### src/rtl/mac_loader.sv
// Streams pixel and weight words into a MAC tap memory, then sequences the MAC's
// compute strobe and result-valid pulse for each completed window.
module mac_loader #(
    parameter int unsigned DW   = 16,
    parameter int unsigned TAPS = 9
) (
    input  logic          clk,
    input  logic          rst,
    input  logic          start_w,
    input  logic          in_valid,
    input  logic [DW-1:0] in_data,
    output logic          in_ready,
    output logic          mem_we,
    output logic [4:0]    mem_addr,
    output logic [DW-1:0] mem_data,
    output logic          mem_en,
    output logic          out_valid,
    output logic [15:0]   win_count
);

    localparam logic [2:0] StPix   = 3'd0;
    localparam logic [2:0] StWgt   = 3'd1;
    localparam logic [2:0] StDrain = 3'd2;
    localparam logic [2:0] StFire  = 3'd3;
    localparam logic [2:0] StDone  = 3'd4;

    localparam logic [3:0] LastTap  = 4'(TAPS - 1);
    localparam logic [4:0] WgtBase  = 5'(TAPS);

    logic [2:0] state_q;
    logic [3:0] cnt_q;
    logic       wgt_ok_q;
    logic       accept;
    logic       last_tap;
    logic       load_req;

    // A kernel reload may only begin on a window boundary.
    assign load_req = (state_q == StPix) && start_w && (cnt_q == 4'd0);
    assign last_tap = (cnt_q == LastTap);
    assign accept   = in_valid && in_ready;

    always_comb begin
        in_ready = 1'b0;
        case (state_q)
            StWgt:   in_ready = 1'b1;
            StPix:   in_ready = wgt_ok_q && !(start_w && (cnt_q == 4'd0));
            default: in_ready = 1'b0;
        endcase
    end

    always_ff @(posedge clk) begin
        if (rst) begin
            state_q   <= StPix;
            cnt_q     <= 4'd0;
            wgt_ok_q  <= 1'b0;
            mem_we    <= 1'b0;
            mem_addr  <= 5'd0;
            mem_data  <= '0;
            mem_en    <= 1'b0;
            out_valid <= 1'b0;
            win_count <= 16'd0;
        end else begin
            mem_we    <= accept;
            mem_en    <= 1'b0;
            out_valid <= 1'b0;
            if (accept) begin
                mem_data <= in_data;
                mem_addr <= (state_q == StWgt) ? (WgtBase + {1'b0, cnt_q}) : {1'b0, cnt_q};
            end

            case (state_q)
                StPix: begin
                    if (load_req) begin
                        state_q <= StWgt;
                        cnt_q   <= 4'd0;
                    end else if (accept) begin
                        if (last_tap) begin
                            cnt_q   <= 4'd0;
                            state_q <= StDrain;
                        end else begin
                            cnt_q <= cnt_q + 4'd1;
                        end
                    end
                end
                StWgt: begin
                    if (accept) begin
                        if (last_tap) begin
                            cnt_q    <= 4'd0;
                            wgt_ok_q <= 1'b1;
                            state_q  <= StPix;
                        end else begin
                            cnt_q <= cnt_q + 4'd1;
                        end
                    end
                end
                // Lets the last tap write land before the MAC reads the memory.
                StDrain: begin
                    state_q <= StFire;
                    mem_en  <= 1'b1;
                end
                StFire: begin
                    state_q   <= StDone;
                    out_valid <= 1'b1;
                    win_count <= win_count + 16'd1;
                end
                StDone:  state_q <= StPix;
                default: state_q <= StPix;
            endcase
        end
    end

endmodule

### config.mk
export PLATFORM = sky130hd
export DESIGN_NAME = mac_loader
export DESIGN_NICKNAME = d
export VERILOG_FILES = /design/src/rtl/mac_loader.sv
export SDC_FILE = /design/constraint.sdc
export NUM_CORES = 1
export LEC_CHECK = 0
export ABC_AREA = 0
export CELL_PAD_IN_SITES_DETAIL_PLACEMENT = 0
export CELL_PAD_IN_SITES_GLOBAL_PLACEMENT = 1
export CORE_MARGIN = 10
export CORE_UTILIZATION = 36
export CTS_BUF_LIST = sky130_fd_sc_hd__clkbuf_8 sky130_fd_sc_hd__clkbuf_16
export CTS_CLUSTER_DIAMETER = 80
export DETAILED_ROUTE_END_ITERATION = 6
export PLACE_DENSITY_LB_ADDON = 0.08
export SLEW_MARGIN = 20
export SYNTH_ARGS = -nofsm -noshare
export SYNTH_HDL_FRONTEND = slang
export SYNTH_SLANG_ARGS = --single-unit
### constraint.sdc
create_clock -name clk -period 3.2 [get_ports clk]
set_input_delay 0.48 -clock clk [delete_from_list [all_inputs] [get_ports clk]]
set_output_delay 0.48 -clock clk [all_outputs]
set_load 0.01 [all_outputs]
==> results.yml, run 1 <==
hold_path:
  worst_hold_path_type: "reg2reg"
timing:
  setup_tns_ns: 0
  relSlewSlack_pct: 55.2
  final_skew_ns: 0.00591
  grt_setup_unrepaired: "false"
  pin_slew_with_the_least_headroom_to_its_limit_ns: 0.670
  timing.final.crit_period_ns: 2.53
  hold_violations: 0
  finalCritPeriodShare_pct: 79.0
  fmax_mhz: 395
  report.final.setup_viol: 0
  timing_max_transition_violations_final: 0
layout:
  nets: 316
  area_delta_synth_final_pct: 36.7
  diode_insertion_count_for_antenna_repair: 0
  multiInputGateArea_um2: 977
  register_area_um2: 961
  drive_gt1_share_pct: 5.78
  final.fill_count: 531
  final_cell_mix: "sky130_fd_sc_hd__clkdlybuf4s50_1, sky130_fd_sc_hd__dfxtp_1, sky130_fd_sc_hd__nand2_1, sky130_fd_sc_hd__a21oi_1, sky130_fd_sc_hd__nor2_1"
  layout.cells.most_common: "sky130_fd_sc_hd__clkdlybuf4s50_1"
  instances_no_fill: 366
  finish.instance_area_um2: 2790
drt:
  number_of_design_rule_violations_left_by_the_first_detailed_router_iteration: 47
  highest_layer: "met4"
  met1Wirelength_mm: 2.27
  antenna_left: 0
  via_count: 1795
  drc: 0
  detail_route.wirelength_mm: 5.13
  avgRoutedWirePerCell_um: 14.0
  sum_of_met3_wire_segment_lengths_after_detailed_routing_um: 576
  routed_via_density: 4.90
  firstDrtPassIters: 4
  route.met2.wl_mm: 2.22
die:
  design.core.area_um2: 5510
  floorplan.die.width_um: 95.3
  initial_core_util_pct: 37.1
  rows: 27
  design.die.area_um2: 9090
  io-pin-count: 61
  fp.dieH_um: 95.3
global_route:
  first_global_vias: 1731
  grt_pass1_wl_mm: 8.29
  pin_count_of_the_biggest_net_entering_global_routing: 31
  grt_overflow_total: 0
  total_global_route_track_usage_pct: 11.3
  antenna_violations_before_repair: 0
place:
  placement.io_buffers: 60
  finalWeightedCongestion: 0.718
  placed_area_um2: 2690
  post-place-cells: 358
  hpwlAfterDp_mm: 3.66
synth:
  synth-warning-count: 0
  syn-mean-instance-area_um2: 8.58
  synth-async-reset-ratio_pct: 0
  syn-num-nets: 261
  syn-cell-area_um2: 2040
  yosys.cell_types.count: 37
  synth_enable_flop_cells: 0
  synth_sequential_area_ratio_pct: 47.0
  synthCells: 238
  ys_dominant_reg_cell: "sky130_fd_sc_hd__dfxtp_1"
  synth_seq_cells: 48
clock_tree:
  cts_hold_repair.buffers: 0
  insertion_delay_ns: 0.29
  post_cts_resized: 0
  cts_tree: "built"
  clockBufferDepth: 2
  numCtsBuffers: 5
  worst_setup_hold_path_clk_slew_ns: 0.08
  clock-root-buffer: "sky130_fd_sc_hd__clkbuf_8"
  clock_sinks: 48
  post_cts.repair.setup_buffers: 0
  htreeDepth: 2
worst_setup_path:
  signal_arrival_time_at_the_worst_endpoint_ns: 2.05
  cp.required_ns: 2.72
  cp-start-kind: "flop"
  critical_path_class: "reg2out"
  timing.critical_path.fanout_max: 6
  setup.worst_path.end_class: "primary output"
status:
  status: "complete, no violations"
run:
  max_cap_violations: 0
pwr:
  p_per_area_nw_per_um2: 448
  leakagePower_nw: 0.972
  max-vdd-ir-drop_mv: 0.284
==> synthesized netlist by cell type (2+ instances only) <==
cell type	count	area, um^2
sky130_fd_sc_hd__a211oi_1	5	37.5
sky130_fd_sc_hd__nand3_1	7	35.0
sky130_fd_sc_hd__nor3_1	3	15.0
sky130_fd_sc_hd__a311oi_1	2	17.5
sky130_fd_sc_hd__ha_1	3	37.5
sky130_fd_sc_hd__or4_1	4	30.0
sky130_fd_sc_hd__xnor2_1	9	78.8
sky130_fd_sc_hd__clkbuf_1	11	41.3
sky130_fd_sc_hd__nor4_1	5	31.3
sky130_fd_sc_hd__a21oi_1	27	135
sky130_fd_sc_hd__inv_1	7	26.3
sky130_fd_sc_hd__dfxtp_1	48	961
sky130_fd_sc_hd__nand4_1	4	25.0
sky130_fd_sc_hd__o31ai_1	4	30.0
sky130_fd_sc_hd__a21o_1	4	30.0
sky130_fd_sc_hd__buf_6	2	22.5
sky130_fd_sc_hd__a2111oi_0	2	17.5
sky130_fd_sc_hd__nand2_1	43	161
sky130_fd_sc_hd__nor2_1	23	86.3
sky130_fd_sc_hd__and4bb_2	2	25.0
sky130_fd_sc_hd__buf_2	3	15.0
sky130_fd_sc_hd__xor2_1	5	43.8
==> report_power, final <==
group	switching [W]	leakage (nW)	internal (W)
Combinational	0.0000869	0.524	0.0000941
Sequential	0.0000248	0.389	0.000622
Clock	0.000195	0.0593	0.000229
==> sequential cells by signal (all words and copies together) (netlist names) <==
signal     flops
mem_data      16
win_count     16
mem_addr       5
cnt_q          4
state_q        3
mem_en         1
mem_we         1
out_valid      1
wgt_ok_q       1
==> worst max-delay path, stage by stage (launching register included) <==
cell and delay, ns:
sky130_fd_sc_hd__dfxtp_1 0.43, sky130_fd_sc_hd__inv_1 0.08, sky130_fd_sc_hd__ha_1 0.23, sky130_fd_sc_hd__nand4bb_1 0.21, sky130_fd_sc_hd__a21oi_1 0.10, sky130_fd_sc_hd__nor3_1 0.14
sky130_fd_sc_hd__clkdlybuf4s50_1 0.56
==> per-layer routing <==
metal	global-route usage, %	vias up
met5	0	-
met4	4.11	0
met3	5.50	6
met2	17.4	54
met1	13.5	798
li1	-	937
==> area by class of cell <==
type | count | area share [%]
clock inverter | 3 | 1.39
tap | 72 | 3.23
multi-input combinational | 167 | 35.0
sequential | 48 | 34.4
inverter | 7 | 0.941
clock buffer | 5 | 2.46
timing repair buffer | 64 | 22.6
==> cell families (layout without fill, tap and decap cells) <==
kind of cell | Yosys count | in the layout | synth area share [%]
buffers and inverters | 23 | 79 | 5.14
AO/OA/AOI/OAI | 48 | 48 | 14.6
XOR/XNOR | 14 | 14 | 6.00
flip-flops | 48 | 48 | 47.0
AND/OR/NAND/NOR | 102 | 102 | 25.4
adder cells (fa/ha/maj) | 3 | 3 | 1.84
==> worst paths after layout <==
check	startpoint	slack [ns]	end	cells after the start
setup / recovery	cnt_q[0]	0.67	in_ready	6
hold / removal	mem_data[0]	0.45	mem_data[0]	2
setup reg to reg	win_count[0]	1.17	win_count[14]	5
hold reg to reg	mem_data[0]	0.45	mem_data[0]	2
==> per-stage QoR <==
step                util (%)  power, W  hold slack (ns)  setup WS, ns
finish                  50.7   0.00125            0.455         0.671
global route            50.7   0.00132            0.474         0.498
CTS                     50.7   0.00128            0.459         0.652
detailed placement      48.8  0.000844            0.446         0.806
global placement        48.8  0.000845            0.441         0.795
floorplan                  -  0.000758            0.451          1.36
Power figures use the tool's default switching activity.
==> run 2, diff against run 1 <==
Settings changed: CORE_UTILIZATION 36 to 31.
Clock period 3.2 ns to 2.1 ns, I/O delays scaled along.
==> run 2 against run 1 <==
Net effect:
- clock skew increased by 0.00056 ns
- register-to-register slack worse by 0.85 ns
- cell count grew 4.6%
- first-iteration DRC count up 8.5%
- worst setup slack worse by 0.46 ns
- count of clock-buffer cells in the layout unchanged
- critical endpoint unchanged
- die area increased by 13%
- largest cell class unchanged
- total power is 57% higher
==> results.yml, run 2 (same netlist as run 1, synthesis figures left out) <==
status:
  status: "complete, no violations"
clock_tree:
  htreeDepth: 2
  cts_tree: "built"
  insertion_delay_ns: 0.30
  worst_setup_hold_path_clk_slew_ns: 0.09
  clock_sinks: 48
  numCtsBuffers: 5
  clockBufferDepth: 2
  cts_hold_repair.buffers: 0
  clock-root-buffer: "sky130_fd_sc_hd__clkbuf_8"
timing:
  final_skew_ns: 0.00647
  report.final.setup_viol: 0
  fmax_mhz: 528
  hold_violations: 0
  finalCritPeriodShare_pct: 90.2
  timing.final.crit_period_ns: 1.89
  pin_slew_with_the_least_headroom_to_its_limit_ns: 0.389
  timing.final.ws_setup_ns: 0.207
  timing_max_transition_violations_final: 0
  grt_setup_unrepaired: "false"
  hold_slack_ns: 0.456
  relSlewSlack_pct: 73.8
  setup_tns_ns: 0
worst_setup_path:
  timing.critical_path.cells: "inv_1, ha_1, nand4bb_1, a21oi_1, nor3_1, dlygate4sd2_1"
  critical_path_class: "reg2out"
  cp-start-kind: "flop"
  cp.required_ns: 1.78
  timing.critical_path.slowest_cell_delay_ns: 0.35
  cp_slowest_cell: "sky130_fd_sc_hd__dfxtp_2"
  signal_arrival_time_at_the_worst_endpoint_ns: 1.58
  setup.worst_path.end_class: "primary output"
  timing.critical_path.fanout_max: 5
place:
  finalWeightedCongestion: 0.764
  hpwlAfterDp_mm: 3.95
  placement.io_buffers: 60
  pre_cts_slack_ns: 0.150
die:
  rows: 29
  design.die.area_um2: 10200
  design.core.area_um2: 6390
  floorplan.die.width_um: 101
  initial_core_util_pct: 32.0
  io-pin-count: 61
  fp.dieH_um: 101
layout:
  area_delta_synth_final_pct: 42.6
  nets: 328
  diode_insertion_count_for_antenna_repair: 0
  drive_gt1_share_pct: 9.80
  layout.cells.most_common: "sky130_fd_sc_hd__clkdlybuf4s50_1"
  layout.core_utilization_pct: 45.6
  largest_registers: "mem_data x16, win_count x16, mem_addr x5"
  final_cell_mix: "sky130_fd_sc_hd__clkdlybuf4s50_1, sky130_fd_sc_hd__dfxtp_1, sky130_fd_sc_hd__nand2_1, sky130_fd_sc_hd__a21oi_1, sky130_fd_sc_hd__nor2_1"
run:
  max_cap_violations: 0
pwr:
  leakagePower_nw: 1.05
  p_comb_share_pct: 16.2
  max-vdd-ir-drop_mv: 0.325
  sequentialPowerShare_pct: 49.8
  clockPowerShare_pct: 34.0
  sw_frac_of_total_pct: 25.3
  p_per_area_nw_per_um2: 672
  netSwitchingPower_w: 0.000495
  power.total_w: 0.00196
  power.internal_w: 0.00146
drt:
  number_of_design_rule_violations_left_by_the_first_detailed_router_iteration: 51
  sum_of_met3_wire_segment_lengths_after_detailed_routing_um: 605
  highest_layer: "met4"
  route.met2.wl_mm: 2.45
  drc: 0
  avgRoutedWirePerCell_um: 14.4
  via_count: 1839
  detail_route.wirelength_mm: 5.53
  routed_via_density: 4.80
  met1Wirelength_mm: 2.42
  firstDrtPassIters: 4
  antenna_left: 0
global_route:
  total_global_route_track_usage_pct: 11.0
  pin_count_of_the_biggest_net_entering_global_routing: 31
  antenna_violations_before_repair: 0
  grt_pass1_wl_mm: 9.26
  grt_overflow_total: 0
  first_global_vias: 1837
hold_path:
  worst_hold_path_type: "reg2reg"
## run 2: cell count changes in the layout (fill, tap and decap cells not counted), sizes merged
cell / change
dlygate4sd2: +1
clkdlybuf4s50: -1
buf: +12
## run 2: worst paths after layout
| path | from | end | slack, ns | cells past startpoint |
|---|---|---|---|---|
| max | cnt_q[1] | in_ready | 0.21 | 6 |
| min | mem_data[9] | mem_data[9] | 0.46 | 2 |
| max reg2reg | state_q[2] | win_count[14] | 0.32 | 4 |
| min reg2reg | mem_data[9] | mem_data[9] | 0.46 | 2 |
## run 2: layout make-up
type / count / area (um^2)
Sequential cell: 48 / 962
Fill cell: 672 / 3470
Inverter: 7 / 26.3
Timing Repair Buffer: 76 / 744
Clock buffer: 5 / 68.8
Multi-Input combinational cell: 167 / 977
Clock inverter: 3 / 38.8
Tap cell: 77 / 96.3
## run 2: stage by stage
stage | instances | area [um^2]
2_1_floorplan | 238 | 2040
3_5_place_dp | 375 | 2810
3_3_place_gp | 375 | 2810
6_report | 383 | 2910
5_1_grt | 383 | 2910
4_1_cts | 383 | 2910
## run 2: repair_timing
action / in CTS / in global routing
setup endpoints to repair: 1 / 0
buffers inserted: 0 / 0
resized for setup: 2 / 0
## run 2: critical path, delay by kind of cell, from the launching register on
family          cells  cell delay [ns]
buf+inv             2             0.37
flops               1             0.35
fa+ha+maj           1             0.19
simple gates        2             0.19
compound gates      1             0.18
## run 2: layer usage
layer  GRT usage, %  vias up
li1               -      954
met2           16.7       52
met3           6.47        5
met1           12.9      828
met5              0        -
met4           3.11        0
## run 2: power by group through the flow
stage / clock (W) / sequential (W) / combinational, W
CTS: 0.000693 / 0.000976 / 0.000325
detailed placement: 0 / 0.000997 / 0.000325
global placement: 0 / 0.000996 / 0.000328
finish: 0.000666 / 0.000975 / 0.000318
floorplan: 0 / 0.00100 / 0.000152
global route: 0.000723 / 0.000981 / 0.000355
